===== config.mk =====
export PLATFORM = sky130hd
export DESIGN_NAME = vlane_driver_return_path
export DESIGN_NICKNAME = d
export VERILOG_FILES = /design/src/rtl/vlane_ret_pkg.sv /design/src/rtl/vlane_ret_fifo.sv /design/src/rtl/vlane_driver_return_path.sv
export SDC_FILE = /design/constraint.sdc
export NUM_CORES = 2
export LEC_CHECK = 0
export BUFFER_PORTS_ARGS = -buffer_cell sky130_fd_sc_hd__buf_4
export CORE_ASPECT_RATIO = 0.6
export CORE_MARGIN = 2
export CORE_UTILIZATION = 45
export CTS_BUF_LIST = sky130_fd_sc_hd__clkbuf_8
export CTS_CLUSTER_DIAMETER = 150
export DETAILED_ROUTE_END_ITERATION = 10
export GPL_TIMING_DRIVEN = 0
export PLACE_DENSITY = 0.65
export SYNTH_ARGS = -nofsm -noshare
export SYNTH_HDL_FRONTEND = slang
export SYNTH_SLANG_ARGS = --single-unit

===== constraint.sdc =====
create_clock -name clk_i -period 7.5 [get_ports clk_i]
set_clock_uncertainty 0.15 [all_clocks]
set_input_delay 0.375 -clock clk_i [delete_from_list [all_inputs] [get_ports clk_i]]
set_output_delay 0.375 -clock clk_i [all_outputs]
set_load 0.02 [all_outputs]

===== src/rtl/vlane_ret_pkg.sv =====
// vlane_ret_pkg: shared types, lane count and beat-counter width helper for the lane return path
package vlane_ret_pkg;
    localparam int VLANE_NUM = 4;
    typedef enum logic [1:0] {RET_IDLE, RET_COLLECT, RET_DRAIN} ret_state_e;
    typedef struct packed {
        logic [VLANE_NUM-1:0]       mask;
        logic [VLANE_NUM-1:0][31:0] data;
    } ret_beat_t;
    function automatic int ret_bw(input int max_beats);
        return $clog2(max_beats + 1);
    endfunction
endpackage


===== src/rtl/vlane_ret_fifo.sv =====
// vlane_ret_fifo: synchronous beat FIFO; DEPTH must be a power of 2
module vlane_ret_fifo
    import vlane_ret_pkg::*;
#(
    parameter int DEPTH = 4
) (
    input  logic      clk_i,
    input  logic      rst_i,
    input  logic      push,
    input  logic      pop,
    input  ret_beat_t din,
    output ret_beat_t dout,
    output logic      full,
    output logic      empty
);
    localparam int AW = $clog2(DEPTH);
    ret_beat_t     mem [DEPTH];
    logic [AW-1:0] wr_ptr, rd_ptr;
    logic [AW:0]   count;
    assign full  = count == (AW+1)'(DEPTH);
    assign empty = count == '0;
    assign dout  = mem[rd_ptr];
    // pointers wrap naturally; occupancy tracks push/pop, unchanged when both fire
    always_ff @(posedge clk_i) begin
        if (rst_i) begin
            wr_ptr <= '0;
            rd_ptr <= '0;
            count  <= '0;
        end else begin
            if (push) begin
                mem[wr_ptr] <= din;
                wr_ptr      <= wr_ptr + AW'(1);
            end
            if (pop) rd_ptr <= rd_ptr + AW'(1);
            count <= count + (AW+1)'(push) - (AW+1)'(pop);
        end
    end
endmodule


===== src/rtl/vlane_driver_return_path.sv =====
// vlane_driver_return_path: gathers lane elements into beats per write port; VLANE_RET_PROTO_CHECK_EN enables sticky protocol_err_o
module vlane_driver_return_path
    import vlane_ret_pkg::*;
#(
    parameter  int W_PORTS_NUM = 4,
    parameter  int FIFO_DEPTH  = 4,
    parameter  int MAX_BEATS   = 256,
    localparam int BW          = ret_bw(MAX_BEATS)
) (
    input  logic                                         clk_i,
    input  logic                                         rst_i,
    input  logic [W_PORTS_NUM-1:0]                       start_i,
    input  logic [W_PORTS_NUM-1:0][BW-1:0]               beats_i,
    input  logic [W_PORTS_NUM-1:0][VLANE_NUM-1:0]        lane_mask_i,
    input  logic [VLANE_NUM-1:0][W_PORTS_NUM-1:0]        lane_valid_i,
    input  logic [VLANE_NUM-1:0][W_PORTS_NUM-1:0][31:0]  lane_data_i,
    output logic [VLANE_NUM-1:0][W_PORTS_NUM-1:0]        lane_ready_o,
    output logic [W_PORTS_NUM-1:0]                       store_valid_o,
    input  logic [W_PORTS_NUM-1:0]                       store_ready_i,
    output logic [W_PORTS_NUM-1:0][VLANE_NUM-1:0][31:0]  store_data_o,
    output logic [W_PORTS_NUM-1:0][VLANE_NUM-1:0]        store_lane_mask_o,
    output logic [W_PORTS_NUM-1:0]                       done_o,
    output logic [W_PORTS_NUM-1:0]                       protocol_err_o
);
    for (genvar j = 0; j < W_PORTS_NUM; j++) begin : g_port
        ret_state_e                 state;
        logic [VLANE_NUM-1:0]       mask_q, slot_full, vld, rdy, cap;
        logic [VLANE_NUM-1:0][31:0] slot_data;
        logic [BW-1:0]              beats_q, cnt;
        logic                       active, complete, push, pop, last, full, empty;
        ret_beat_t                  din, dout;
        for (genvar i = 0; i < VLANE_NUM; i++) begin : g_lane
            assign vld[i]             = lane_valid_i[i][j];
            assign lane_ready_o[i][j] = rdy[i];
        end
        assign active   = state == RET_COLLECT && beats_q != '0;
        assign rdy      = {VLANE_NUM{active}} & mask_q & ~slot_full;
        assign cap      = vld & rdy;
        assign complete = active && mask_q != '0 && &(slot_full | ~mask_q);
        assign pop      = !empty && store_ready_i[j];
        assign push     = complete && (!full || pop);
        assign last     = push && (cnt + BW'(1)) == beats_q;
        // beat image: unmasked lanes read as zero regardless of stale slot contents
        always_comb begin
            din.mask = mask_q;
            for (int i = 0; i < VLANE_NUM; i++) din.data[i] = mask_q[i] ? slot_data[i] : 32'd0;
        end
        // instruction FSM, beat counter and lane slots
        always_ff @(posedge clk_i) begin
            if (rst_i) begin
                state     <= RET_IDLE;
                mask_q    <= '0;
                beats_q   <= '0;
                cnt       <= '0;
                slot_full <= '0;
                slot_data <= '0;
            end else begin
                case (state)
                    RET_IDLE: if (start_i[j]) begin
                        state   <= RET_COLLECT;
                        mask_q  <= lane_mask_i[j];
                        beats_q <= beats_i[j];
                        cnt     <= '0;
                    end
                    RET_COLLECT: if (beats_q == '0 || mask_q == '0 || last) state <= RET_DRAIN;
                    default: if (empty) state <= RET_IDLE;
                endcase
                if (push) cnt <= cnt + BW'(1);
                slot_full <= push ? '0 : slot_full | cap;
                for (int i = 0; i < VLANE_NUM; i++) if (cap[i]) slot_data[i] <= lane_data_i[i][j];
            end
        end
        vlane_ret_fifo #(.DEPTH(FIFO_DEPTH)) u_fifo (
            .clk_i (clk_i),
            .rst_i (rst_i),
            .push  (push),
            .pop   (pop),
            .din   (din),
            .dout  (dout),
            .full  (full),
            .empty (empty)
        );
        assign store_valid_o[j]     = !empty;
        assign store_data_o[j]      = empty ? '0 : dout.data;
        assign store_lane_mask_o[j] = empty ? '0 : dout.mask;
        assign done_o[j]            = state == RET_DRAIN && empty;
`ifdef VLANE_RET_PROTO_CHECK_EN
        logic err_q;
        // sticky flag for lane traffic while idle or on lanes outside the latched mask
        always_ff @(posedge clk_i) begin
            if (rst_i) err_q <= 1'b0;
            else if ((state == RET_IDLE && |vld) || |(vld & ~mask_q)) err_q <= 1'b1;
        end
        assign protocol_err_o[j] = err_q;
`else
        assign protocol_err_o[j] = 1'b0;
`endif
    end
endmodule

==> results.json <==
{
  "synth_top_area_frac": 0.589,
  "ys_types": 66,
  "grt.met3_usage": 0.0468,
  "cts_max_path_buffers": 4,
  "use_met1": 0.356,
  "peakVddDrop_mv": 0.165,
  "final_nets": 10700,
  "ys_seq_elements": 2772,
  "clock_latency_ns": 0.97,
  "worst-setup-path-type": "flop to output port",
  "via_per_inst": 5.36,
  "p_int_uw": 26300,
  "yosys.area.top_type": "edfxtp_1",
  "critPathLaunchType": "flop",
  "fin_setup_tns_ns": 0,
  "power.density_nw_per_um2": 264,
  "core_area_um2": 239000,
  "num_rows": 139,
  "netlist_instances": 7074,
  "cpMostUsedCell": "clkbuf_1",
  "endpoint_kind": "output port",
  "finalHoldViolations": 0,
  "finalWirelength_mm": 332,
  "instances_no_fill": 13700,
  "fill_cells": 17800,
  "syn2layout_area_growth_pct": 33.2,
  "arrival_ns": 4.53,
  "grt_overflow_total": 0,
  "die_x_um": 635,
  "busiest_layer": "met2",
  "grtUsageTotal": 0.265,
  "cts_sinks": 2772,
  "p_seq_frac": 0.442,
  "slew_viol_final": 0,
  "avgSynthCellArea_um2": 15.2,
  "slew-limit-headroom": 0.0563,
  "cp_top_family": "buffers and inverters",
  "final_core_util": 0.601,
  "synth_edf_count": 2112,
  "grt_use_met2": 0.415,
  "rsz0062_at_grt": "false",
  "swShare": 0.304,
  "grt_pass1_vias": 74200,
  "fmax_mhz": 198,
  "grt_max_degree": 57,
  "setup_viol": 0,
  "start_util": 0.451,
  "gp_congestion": 0.991,
  "path_cells": "clkbuf_1, clkbuf_1, buf_1, mux4_2, and2_1, buf_4",
  "die_y_um": 383,
  "power_frac_clock": 0.311,
  "drc": 0,
  "io_buffers": 1140,
  "netlist_area_um2": 108000,
  "cts_setup_buffers": 0,
  "drt_iter0_markers": 5953,
  "cts_buffers": 402,
  "status": "finished clean",
  "synthArstFlopShare": 0,
  "cts_resized": 0,
  "clockRootBuffer": "clkbuf_8",
  "holdCritPathClass": "primary input to flop",
  "drtPass1Iterations": 6,
  "antenna_found_initial": 60,
  "yosysWarnings": 0,
  "maxCapViolCount": 0,
  "cp.required_ns": 6.97,
  "wl_per_cell_um": 24.3,
  "dieArea_um2": 243000,
  "ys_seq_area_frac": 0.712,
  "worst-slew-pin-transition_ns": 1.42,
  "dp_cells": 11400,
  "postCtsHoldBufs": 1429,
  "htreeDepth": 5,
  "path_buf_inv": 4,
  "period_share": 0.674,
  "routed-via-count": 73200,
  "ios": 1146,
  "cts_tree": "done",
  "period_needed_ns": 5.06,
  "synthTopCellsByArea": "edfxtp_1 59%, dfxtp_1 12%, mux4_2 11%",
  "grt_pass1_wl_mm": 479,
  "dp_hpwl_mm": 221,
  "combinationalPowerShare": 0.247,
  "ys.flop_type": "edfxtp_1",
  "p_leak_uw": 0.0534,
  "ant_nets": 0,
  "path_clk_slew_ns": 0.06,
  "switchingPower_uw": 11500,
  "slowest_delay_ns": 0.91,
  "drive_above_1_share": 0.218,
  "crit_slowest_cell": "clkbuf_1",
  "crit_fanout": 10
}
-- path summary, 6_finish.rpt --
path | from | to | slack [ns] | cells past startpoint
min | lane_valid_i[2] | g_port[2].slot_data[31]$_SDFFE_PP0P_ | 0.12 | 5
min reg2reg | g_port[3].slot_data[9]$_SDFFE_PP0P_ | g_port[3].slot_data[9]$_SDFFE_PP0P_ | 0.30 | 2
max reg2reg | g_port[3].beats_q[5]$_SDFFE_PP0P_ | g_port[3].u_fifo.mem[2][117]$_DFFE_PP_ | 2.88 | 8
max | flop | store_data_o[250] | 2.44 | 6
-- synthesized netlist by cell type, types with 7 or more instances --
cell / count
buf_1: 80
nor2_1: 75
or3_1: 13
a21oi_1: 602
a211oi_1: 9
nor3_1: 24
xnor2_1: 41
and3_1: 12
and2_1: 1082
nor2b_1: 16
a311oi_1: 19
nor3b_1: 7
nor4_1: 11
nand3_1: 17
a31oi_1: 7
nand2_1: 1170
nand4_1: 9
o21ai_0: 27
clkbuf_1: 352
nand2b_1: 23
edfxtp_1: 2112
dfxtp_1: 660
inv_1: 28
xor2_1: 22
mux4_2: 528
o21a_1: 16
ha_1: 28
-- metrics by stage --
step / setup slack, ns / cell area [um^2] / power, uW / hold slack [ns]
floorplan: 1.85 / 108000 / 22000 / 0.282
global placement: -1.58 / 120000 / 25800 / 0.287
detailed placement: 2.95 / 121000 / 25900 / 0.292
CTS: 2.11 / 143000 / 38000 / 0.00226
global route: 2.06 / 143000 / 39200 / 0.0272
finish: 2.44 / 143000 / 37800 / 0.117
-- metal layers --
layer  vias to the layer above  part of all wire
li1                      32100                 -
met2                      3271              0.46
met4                         0             0.062
met3                       850             0.071
met1                     37000              0.40
met5                         -                 0
-- layout make-up --
type / instances / area, um^2 / area share
clock buffers: 468 / 6440 / 0.0449
multi-input cells: 3836 / 29300 / 0.204
diodes: 59 / 148 / 0.00103
clock inverters: 280 / 1360 / 0.00947
inverters: 31 / 121 / 0.000846
well taps: 3172 / 3970 / 0.0277
plain buffers: 438 / 1670 / 0.0116
repair buffers: 2602 / 23800 / 0.166
flip-flops and latches: 2772 / 76600 / 0.534
-- worst register-to-register path: stages, from the launching register on --
cell and delay (ns):
dfxtp_1 0.45, nor4_1 0.09, a31oi_1 0.93, or4b_1 0.49, buf_2 0.20, nor2_2 0.40, and2_4 0.80, buf_16 0.33
buf_16 0.34
-- power by group through the flow --
stage | Sequential, uW | Combinational [uW] | Clock (uW)
finish | 16700 | 9340 | 11800
CTS | 16700 | 9370 | 11900
floorplan | 17000 | 5060 | 0
global route | 16700 | 9880 | 12600
detailed placement | 17000 | 8840 | 0
global placement | 17100 | 8770 | 0
-- logic make-up (layout without fill, tap and decap cells) --
family | count (synthesis) | in the layout | synth area share
flops | 2772 | 2772 | 0.712
buf+inv | 469 | 3819 | 0.0166
compound gates | 715 | 715 | 0.0355
other cells | 1 | 63 | 0.0000348
fa+ha+maj | 32 | 32 | 0.00400
simple gates | 2489 | 2489 | 0.116
xor+xnor | 63 | 63 | 0.00513
mux | 533 | 533 | 0.111
-- sequential cells by signal (all words and copies together), names as in the netlist, named ones only --
register              flops
g_port.u_fifo.mem      2112
g_port.slot_data        512
g_port.beats_q           36
g_port.cnt               36
g_port.mask_q            16
g_port.slot_full         16
g_port.u_fifo.count      12
g_port.state              8
g_port.u_fifo.rd_ptr      8
g_port.u_fifo.wr_ptr      8
-- cell usage in the layout, fill, tap and decap left out, drive strengths merged, types with 16 or more instances in the layout --
cell,Yosys,routed
a21oi,602,602
a311oi,19,19
and2,1084,1084
buf,86,1259
clkbuf,352,820
clkinv,3,88
dfxtp,660,660
diode,0,59
dlygate4sd3,0,1429
edfxtp,2112,2112
ha,28,28
inv,28,211
mux4,528,528
nand2,1170,1170
nand2b,24,24
nand3,17,17
nor2,76,76
nor2b,17,17
nor3,24,24
o21a,16,16
o21ai,32,32
xnor2,41,41
xor2,22,22
Note: power is estimated with default switching activity, not from simulation.
